### config.mk
export PLATFORM = sky130hd
export DESIGN_NAME = audioport_apb_master_flat
export DESIGN_NICKNAME = d
export VERILOG_FILES = /design/src/rtl/audioport_pkg.sv /design/src/rtl/audioport_apb_master_if.sv /design/src/rtl/audioport_apb_master_watchdog.sv /design/src/rtl/audioport_apb_master.sv /design/src/flat_wrapper.sv
export SDC_FILE = /design/constraint.sdc
export NUM_CORES = 1
export LEC_CHECK = 0
export BUFFER_PORTS_ARGS = -buffer_cell sky130_fd_sc_hd__buf_2
export CAP_MARGIN = 30
export CORE_MARGIN = 1.5
export CORE_UTILIZATION = 41
export DETAILED_ROUTE_END_ITERATION = 10
export PLACE_DENSITY_LB_ADDON = 0.12
export SLEW_MARGIN = 20
export SYNTH_ARGS = -nofsm -noshare
export SYNTH_HDL_FRONTEND = slang
export SYNTH_SLANG_ARGS = --single-unit
export TNS_END_PERCENT = 30
### constraint.sdc
create_clock -name clk -period 1.18 [get_ports clk]
set_input_delay 0.059 -clock clk [delete_from_list [all_inputs] [get_ports clk]]
set_output_delay 0.059 -clock clk [all_outputs]
set_load 0.005 [all_outputs]
### src/rtl/audioport_pkg.sv
// Shared types and register map for the audioport APB initiator.
package audioport_pkg;

   // APB3 transfer phases.
   typedef enum logic [1:0] {
      IDLE   = 2'd0,
      SETUP  = 2'd1,
      ACCESS = 2'd2
   } apb_state_t;

   // Audioport control-unit register map (byte addresses).
   localparam logic [31:0] AUDIOPORT_APB_BASE   = 32'h8c00_0000;
   localparam logic [31:0] CMD_REG_APB_ADDRESS  = AUDIOPORT_APB_BASE + 32'h0;
   localparam logic [31:0] STATUS_REG_APB_ADDRESS = AUDIOPORT_APB_BASE + 32'h4;
   localparam logic [31:0] LEVEL_REG_APB_ADDRESS  = AUDIOPORT_APB_BASE + 32'h8;
   localparam logic [31:0] CFG_REG_APB_ADDRESS  = AUDIOPORT_APB_BASE + 32'hC;

endpackage

### src/rtl/audioport_apb_master_if.sv
// Command/response handshake plus APB3 bus of the audioport initiator.
// master: the initiator (DUT) view; slave: the command source / APB slave view.
interface audioport_apb_master_if;

   logic        cmd_valid_in;
   logic        cmd_ready_out;
   logic        cmd_write_in;
   logic [31:0] cmd_addr_in;
   logic [31:0] cmd_wdata_in;

   logic        rsp_valid_out;
   logic [31:0] rsp_rdata_out;
   logic        rsp_slverr_out;
   logic        rsp_timeout_out;

   logic        psel_out;
   logic        penable_out;
   logic        pwrite_out;
   logic [31:0] paddr_out;
   logic [31:0] pwdata_out;
   logic [31:0] prdata_in;
   logic        pready_in;
   logic        pslverr_in;

   modport master (
      input  cmd_valid_in, cmd_write_in, cmd_addr_in, cmd_wdata_in,
      input  prdata_in, pready_in, pslverr_in,
      output cmd_ready_out,
      output rsp_valid_out, rsp_rdata_out, rsp_slverr_out, rsp_timeout_out,
      output psel_out, penable_out, pwrite_out, paddr_out, pwdata_out
   );

   modport slave (
      output cmd_valid_in, cmd_write_in, cmd_addr_in, cmd_wdata_in,
      output prdata_in, pready_in, pslverr_in,
      input  cmd_ready_out,
      input  rsp_valid_out, rsp_rdata_out, rsp_slverr_out, rsp_timeout_out,
      input  psel_out, penable_out, pwrite_out, paddr_out, pwdata_out
   );

endinterface

### src/rtl/audioport_apb_master_watchdog.sv
// ACCESS-phase watchdog: counts stalled ACCESS cycles, flags the last allowed one.
// Only instantiated when APB_TIMEOUT_EN is defined.
module apb_watchdog #(
   parameter int TIMEOUT_CYCLES = 16
) (
   input  logic clk,
   input  logic rst,
   input  logic clear_i,
   input  logic enable_i,
   output logic expired_o
);

   localparam int W = (TIMEOUT_CYCLES > 2) ? $clog2(TIMEOUT_CYCLES) : 1;
   localparam logic [W-1:0] LAST = W'(TIMEOUT_CYCLES - 1);

   logic [W-1:0] cnt_q, cnt_d;

   // Next count: clear outside ACCESS, advance on each stalled cycle, hold at the limit.
   always_comb begin
      cnt_d = cnt_q;
      if (clear_i)
         cnt_d = '0;
      else if (enable_i && !expired_o)
         cnt_d = cnt_q + 1'b1;
   end

   // Counter register with synchronous reset.
   always_ff @(posedge clk) begin
      // NOTE: sequential state uses non-blocking assignment so all flops update together.
      if (rst)
         cnt_q <= '0;
      else
         cnt_q <= cnt_d;
   end

   // cnt_q equals the number of completed stalled ACCESS cycles; the current
   // cycle is the last allowed one when TIMEOUT_CYCLES-1 have already passed.
   assign expired_o = (cnt_q == LAST);

endmodule

### src/rtl/audioport_apb_master.sv
// APB3 initiator for the audioport control unit: one single-beat command in,
// one APB transfer out, one response pulse back. One transfer outstanding.
// Optional ACCESS-phase watchdog enabled by defining APB_TIMEOUT_EN.
module audioport_apb_master
   import audioport_pkg::*;
#(
   parameter int TIMEOUT_CYCLES = 16
) (
   input  logic                 clk,
   input  logic                 rst,
   audioport_apb_master_if.master bus
);

   apb_state_t  state_q;
   logic        cmd_ready_q;
   logic        psel_q, penable_q, pwrite_q;
   logic [31:0] paddr_q, pwdata_q;
   logic        rsp_valid_q, rsp_slverr_q;
   logic [31:0] rsp_rdata_q;

`ifdef APB_TIMEOUT_EN
   logic wd_expired;
   logic rsp_timeout_q;

   apb_watchdog #(
      .TIMEOUT_CYCLES (TIMEOUT_CYCLES)
   ) u_watchdog (
      .clk       (clk),
      .rst       (rst),
      .clear_i   (state_q != ACCESS),
      .enable_i  ((state_q == ACCESS) && !bus.pready_in),
      .expired_o (wd_expired)
   );
`endif

   // Transfer FSM with all bus and response outputs registered.
   always_ff @(posedge clk) begin
      if (rst) begin
         state_q      <= IDLE;
         cmd_ready_q  <= 1'b0;
         psel_q       <= 1'b0;
         penable_q    <= 1'b0;
         pwrite_q     <= 1'b0;
         paddr_q      <= '0;
         pwdata_q     <= '0;
         rsp_valid_q  <= 1'b0;
         rsp_rdata_q  <= '0;
         rsp_slverr_q <= 1'b0;
`ifdef APB_TIMEOUT_EN
         rsp_timeout_q <= 1'b0;
`endif
      end else begin
         // Response fields are only meaningful during the one-cycle pulse.
         rsp_valid_q  <= 1'b0;
         rsp_rdata_q  <= '0;
         rsp_slverr_q <= 1'b0;
`ifdef APB_TIMEOUT_EN
         rsp_timeout_q <= 1'b0;
`endif
         case (state_q)
            IDLE: begin
               cmd_ready_q <= 1'b1;
               // cmd_ready_q gates acceptance so the first IDLE cycle after reset accepts nothing.
               if (bus.cmd_valid_in && cmd_ready_q) begin
                  pwrite_q    <= bus.cmd_write_in;
                  paddr_q     <= bus.cmd_addr_in;
                  pwdata_q    <= bus.cmd_wdata_in;
                  psel_q      <= 1'b1;
                  cmd_ready_q <= 1'b0;
                  state_q     <= SETUP;
               end
            end
            SETUP: begin
               penable_q <= 1'b1;
               state_q   <= ACCESS;
            end
            ACCESS: begin
               if (bus.pready_in) begin
                  rsp_valid_q  <= 1'b1;
                  rsp_rdata_q  <= pwrite_q ? 32'h0 : bus.prdata_in;
                  rsp_slverr_q <= bus.pslverr_in;
                  psel_q       <= 1'b0;
                  penable_q    <= 1'b0;
                  cmd_ready_q  <= 1'b1;
                  state_q      <= IDLE;
               end
`ifdef APB_TIMEOUT_EN
               else if (wd_expired) begin
                  rsp_valid_q   <= 1'b1;
                  rsp_slverr_q  <= 1'b1;
                  rsp_timeout_q <= 1'b1;
                  psel_q        <= 1'b0;
                  penable_q     <= 1'b0;
                  cmd_ready_q   <= 1'b1;
                  state_q       <= IDLE;
               end
`endif
            end
            default: begin
               psel_q      <= 1'b0;
               penable_q   <= 1'b0;
               cmd_ready_q <= 1'b0;
               state_q     <= IDLE;
            end
         endcase
      end
   end

   assign bus.cmd_ready_out  = cmd_ready_q;
   assign bus.psel_out       = psel_q;
   assign bus.penable_out    = penable_q;
   assign bus.pwrite_out     = pwrite_q;
   assign bus.paddr_out      = paddr_q;
   assign bus.pwdata_out     = pwdata_q;
   assign bus.rsp_valid_out  = rsp_valid_q;
   assign bus.rsp_rdata_out  = rsp_rdata_q;
   assign bus.rsp_slverr_out = rsp_slverr_q;
`ifdef APB_TIMEOUT_EN
   assign bus.rsp_timeout_out = rsp_timeout_q;
`else
   assign bus.rsp_timeout_out = 1'b0;
`endif

endmodule
### src/flat_wrapper.sv
// flat-port wrapper written by rule: the top's interface ports become plain ports
module audioport_apb_master_flat import audioport_pkg::*;
#(
   parameter int TIMEOUT_CYCLES = 16
)
  (clk, rst, bus_cmd_valid_in, bus_cmd_write_in, bus_cmd_addr_in, bus_cmd_wdata_in, bus_prdata_in, bus_pready_in, bus_pslverr_in, bus_cmd_ready_out, bus_rsp_valid_out, bus_rsp_rdata_out, bus_rsp_slverr_out, bus_rsp_timeout_out, bus_psel_out, bus_penable_out, bus_pwrite_out, bus_paddr_out, bus_pwdata_out);
  audioport_apb_master_if bus_i ();
  input  logic clk;
  input  logic rst;
  input wire logic [$bits(bus_i.cmd_valid_in)-1:0] bus_cmd_valid_in;
  input wire logic [$bits(bus_i.cmd_write_in)-1:0] bus_cmd_write_in;
  input wire logic [$bits(bus_i.cmd_addr_in)-1:0] bus_cmd_addr_in;
  input wire logic [$bits(bus_i.cmd_wdata_in)-1:0] bus_cmd_wdata_in;
  input wire logic [$bits(bus_i.prdata_in)-1:0] bus_prdata_in;
  input wire logic [$bits(bus_i.pready_in)-1:0] bus_pready_in;
  input wire logic [$bits(bus_i.pslverr_in)-1:0] bus_pslverr_in;
  output wire logic [$bits(bus_i.cmd_ready_out)-1:0] bus_cmd_ready_out;
  output wire logic [$bits(bus_i.rsp_valid_out)-1:0] bus_rsp_valid_out;
  output wire logic [$bits(bus_i.rsp_rdata_out)-1:0] bus_rsp_rdata_out;
  output wire logic [$bits(bus_i.rsp_slverr_out)-1:0] bus_rsp_slverr_out;
  output wire logic [$bits(bus_i.rsp_timeout_out)-1:0] bus_rsp_timeout_out;
  output wire logic [$bits(bus_i.psel_out)-1:0] bus_psel_out;
  output wire logic [$bits(bus_i.penable_out)-1:0] bus_penable_out;
  output wire logic [$bits(bus_i.pwrite_out)-1:0] bus_pwrite_out;
  output wire logic [$bits(bus_i.paddr_out)-1:0] bus_paddr_out;
  output wire logic [$bits(bus_i.pwdata_out)-1:0] bus_pwdata_out;
  assign bus_i.cmd_valid_in = bus_cmd_valid_in;
  assign bus_i.cmd_write_in = bus_cmd_write_in;
  assign bus_i.cmd_addr_in = bus_cmd_addr_in;
  assign bus_i.cmd_wdata_in = bus_cmd_wdata_in;
  assign bus_i.prdata_in = bus_prdata_in;
  assign bus_i.pready_in = bus_pready_in;
  assign bus_i.pslverr_in = bus_pslverr_in;
  assign bus_cmd_ready_out = bus_i.cmd_ready_out;
  assign bus_rsp_valid_out = bus_i.rsp_valid_out;
  assign bus_rsp_rdata_out = bus_i.rsp_rdata_out;
  assign bus_rsp_slverr_out = bus_i.rsp_slverr_out;
  assign bus_rsp_timeout_out = bus_i.rsp_timeout_out;
  assign bus_psel_out = bus_i.psel_out;
  assign bus_penable_out = bus_i.penable_out;
  assign bus_pwrite_out = bus_i.pwrite_out;
  assign bus_paddr_out = bus_i.paddr_out;
  assign bus_pwdata_out = bus_i.pwdata_out;
  audioport_apb_master #(.TIMEOUT_CYCLES(TIMEOUT_CYCLES)) u_core (.clk(clk), .rst(rst), .bus(bus_i));
endmodule
==> impl_summary.log <==
[metrics] run status: finished, violations left
[metrics] violations in the final reports: setup timing
[metrics] number of antenna violations at the first check in global routing: 0
[metrics] Die W: 103 um
[metrics] Setup Viol. Count Final: 71
[metrics] Area Overhead vs Synth: 65.8%
[metrics] total track usage: 0.198
[metrics] total CTS buffers: 9
[metrics] data required time at the worst endpoint: 1.48 ns
[metrics] Place WS: -0.188 ns
[metrics] grt met2 use: 0.336
[metrics] H-Tree Level Count: 3
[metrics] floorplan row count: 36
[metrics] die outline height: 103 um
[metrics] largest voltage drop on the vdd net: 587 uV
[metrics] via count of the first global-routing pass: 3,434
[metrics] most numerous cell in the Yosys netlist: sky130_fd_sc_hd__nand2b_1
[metrics] period utilization: 1.13
[metrics] TNS Setup: -7.87 ns
[metrics] detailed-placement wirelength estimate: 6350 um
[metrics] slowest cell on the critical path: sky130_fd_sc_hd__dfxtp_2
[metrics] setup repair after global routing missed its margin: yes
[metrics] detailed-route vias per instance: 4.47
[metrics] Critical Path AT: 1.64 ns
[metrics] number of buffers and inverters on the critical path: 2
[metrics] Post-synth EDFFs: 0
[metrics] Top-Level Pins: 205
[metrics] wire length of the first global-routing pass: 16,200 um
[metrics] core utilization of the finished layout: 0.697
[metrics] cell-by-cell trace of the critical path: nor4bb_4, buf_6, clkbuf_16, mux2i_1
[metrics] largest net degree at the start of global routing: 87
[metrics] CTS tree: done
[metrics] CTS Buffer Depth: 2
[metrics] drt total wl: 11,100 um
[metrics] TritonRoute pass-1 iters: 4
[metrics] average instance area after synthesis: 10.7 um^2
[metrics] antenna violation net count after detailed routing: 0
[metrics] register bit count reported by yosys: 104
[metrics] crit-path max cell delay: 0.35 ns
[metrics] Total Die Area: 0.0105 mm^2
[metrics] Yosys warning total: 0
[metrics] total stage count of the critical path: 4
[metrics] post-synth net total: 484
[metrics] area leader, netlist: sky130_fd_sc_hd__dfxtp_1
[metrics] Final WS setup: -0.154 ns
[metrics] number of vias in the routed layout: 3,654
[metrics] effective utilization at floorplan: 0.421
[metrics] placed insts: 696
[metrics] launch point of the critical path: u_core.state_q[0]
[metrics] kind of launch point of the worst setup path: flip-flop
[metrics] synthesized area: 0.00407 mm^2
[metrics] placeable core area: 0.00968 mm^2
[metrics] leakage dissipation: 3.05 nW
[metrics] area share of the largest cell type after synthesis: 0.511
[metrics] fraction of final layout cells with drive strength greater than 1: 0.377
[metrics] count of clock tree sinks: 104
[metrics] # DRC: 0
[metrics] maximum frequency from static timing analysis: 750 MHz
[metrics] Distinct cells, synth: 22
[metrics] Crit Path Max Fanout: 9
[metrics] Wirelength per Cell: 13.6 um
[metrics] worst reg2reg setup slack: -0.15 ns
[metrics] WHS: 0.0306 ns
[metrics] endpoint of the worst-slack reg-to-reg timing path: u_core.bus.paddr_out[7]
[metrics] post-synthesis sequential area ratio: 0.511
[metrics] pwr dens: 1160 mW/mm^2
[metrics] library cell used as clock root buffer: sky130_fd_sc_hd__clkbuf_8
[metrics] Post-synth top flop: sky130_fd_sc_hd__dfxtp_1
[metrics] cell class contributing the biggest share of worst-path delay: buffers and inverters
[metrics] most instantiated cells after synthesis: sky130_fd_sc_hd__nand2b_1, sky130_fd_sc_hd__dfxtp_1, sky130_fd_sc_hd__mux2i_1
[metrics] R2R depth: 4
[metrics] Most Used Layer, Global Route: met2
[metrics] FF-to-FF Start: u_core.state_q[0]
[metrics] max-cap violations: 0
[metrics] count of non-filler cells in the finished layout: 817
[metrics] Nets: 781
[metrics] antenna diode count: 0
[metrics] count of endpoints failing hold in the final timing report: 0
[metrics] Hold Crit Class: in -> reg
[metrics] Final min period: 1.33 ns
[metrics] Mapped Cells: 382
[metrics] met1 capacity usage during global routing: 0.234
[metrics] clock latency reported for the late side of the worst-skew pair: 0.36 ns
[metrics] overflow left after global routing: 0
[metrics] fraction of registers with async set/reset: 0
[metrics] Iter 0 DRT Violations: 78
[metrics] M3 GR Usage: 0.0495
[metrics] count of port buffers added during placement: 203
[metrics] class of the most critical setup path: reg -> reg
[metrics] final weighted congestion of routability-driven global placement: 0.703
[metrics] clock input transition at the sequential cells of the worst setup and hold paths: 0.10 ns
[metrics] maximum clock skew at final layout: 0.00555 ns
[metrics] biggest area contributors in the synthesized netlist: sky130_fd_sc_hd__dfxtp_1, sky130_fd_sc_hd__nand2b_1, sky130_fd_sc_hd__mux2i_1
[metrics] endpoint type of the worst setup path: flip-flop
[metrics] destination of the critical timing path: u_core.bus.paddr_out[7]
[metrics] Pins Over Slew Limit: 0
-- layout make-up --
class	instances	area, um^2
Sequential cell	104	2090
Timing Repair Buffer	318	2300
Fill cell	693	2930
Inverter	3	11.3
Tap cell	133	166
Multi-Input combinational cell	243	1930
Clock inverter	6	130
Clock buffer	10	138
-- power by group --
part | internal, W | leakage, nW | switching (W) | total, W
clock | 0.00167 | 0.136 | 0.00120 | 0.00288
combinational | 0.000773 | 2.07 | 0.000455 | 0.00123
sequential | 0.00365 | 0.846 | 0.0000717 | 0.00372
-- repair_timing --
item / 4_1_cts / 5_1_grt
setup buffers: 2 / 0
setup endpoints to repair: 94 / 98
gates resized for setup: 11 / 16
endpoints found under the hold margin: 98 / 0
hold buffers: 98 / 0
cloned: 2 / 3
pin swaps: 1 / 1
-- worst min-delay path, cell delays in order --
cell and delay [ns]:
sky130_fd_sc_hd__buf_2 0.13, sky130_fd_sc_hd__or3b_2 0.13, sky130_fd_sc_hd__a21oi_2 0.04
-- routing by layer --
metal / vias up / wire (um)
li1: 1825 / -
met4: 0 / 240
met3: 19 / 852
met2: 136 / 5270
met5: - / 0
met1: 1674 / 4750
-- cell families (layout without fill, tap and decap cells) --
kind of cell	count (synthesis)	after routing	synth area share
AO/OA/AOI/OAI	5	5	0.00952
buffers and inverters	35	337	0.0433
flip-flops	104	104	0.511
multiplexers	65	65	0.160
other	1	1	0.000921
AND/OR/NAND/NOR	172	172	0.275
-- cell usage in the layout (no fill, tap or decap) --
master / instances
sky130_fd_sc_hd__buf_16: 3
sky130_fd_sc_hd__buf_6: 5
sky130_fd_sc_hd__buf_4: 4
sky130_fd_sc_hd__nor2_1: 2
sky130_fd_sc_hd__a21oi_2: 1
sky130_fd_sc_hd__nor4bb_4: 1
sky130_fd_sc_hd__clkinv_2: 2
sky130_fd_sc_hd__inv_1: 3
sky130_fd_sc_hd__bufinv_16: 4
sky130_fd_sc_hd__mux2i_1: 65
sky130_fd_sc_hd__nand2b_1: 132
sky130_fd_sc_hd__nor2b_1: 1
sky130_fd_sc_hd__nor3_1: 1
sky130_fd_sc_hd__nor3b_1: 18
sky130_fd_sc_hd__dfxtp_1: 101
sky130_fd_sc_hd__nor3b_2: 14
sky130_fd_sc_hd__or3b_2: 1
sky130_fd_sc_hd__nand4bb_4: 1
sky130_fd_sc_hd__o21a_1: 1
sky130_fd_sc_hd__conb_1: 1
sky130_fd_sc_hd__clkbuf_8: 10
sky130_fd_sc_hd__a2111oi_1: 1
sky130_fd_sc_hd__buf_12: 3
sky130_fd_sc_hd__dfxtp_2: 3
sky130_fd_sc_hd__o2bb2ai_2: 1
sky130_fd_sc_hd__buf_2: 202
sky130_fd_sc_hd__and2_1: 1
sky130_fd_sc_hd__clkbuf_16: 3
sky130_fd_sc_hd__dlygate4sd3_1: 98
sky130_fd_sc_hd__o21bai_1: 1
-- state kept, by name, indices dropped and copies added, names as in the netlist --
name	count
u_core.bus.pwdata_out	32
u_core.bus.rsp_valid_out	1
u_core.bus.cmd_ready_out	1
u_core.bus.rsp_rdata_out	32
u_core.bus.psel_out	1
u_core.state_q	2
u_core.bus.penable_out	1
u_core.bus.rsp_slverr_out	1
u_core.bus.paddr_out	32
u_core.bus.pwrite_out	1
-- worst min-delay path by stage --
stage                         startpoint                   endpoint  depth (start not counted)
after floorplan           bus_pslverr_in  u_core.bus.rsp_slverr_out                          2
after global placement    bus_pslverr_in  u_core.bus.rsp_slverr_out                          3
after detailed placement  bus_pslverr_in  u_core.bus.rsp_slverr_out                          3
after CTS                  bus_pready_in          u_core.state_q[1]                          3
after global routing       bus_pready_in          u_core.state_q[1]                          3
final                      bus_pready_in          u_core.state_q[1]                          3
-- metrics by stage --
stage	cell area, um^2	power (W)
CTS	6600	0.00782
detailed placement	5230	0.00465
floorplan	4090	0.00427
finish	6750	0.00783
global placement	5230	0.00463
global route	6750	0.00814
(Power assumes the default switching activity.)
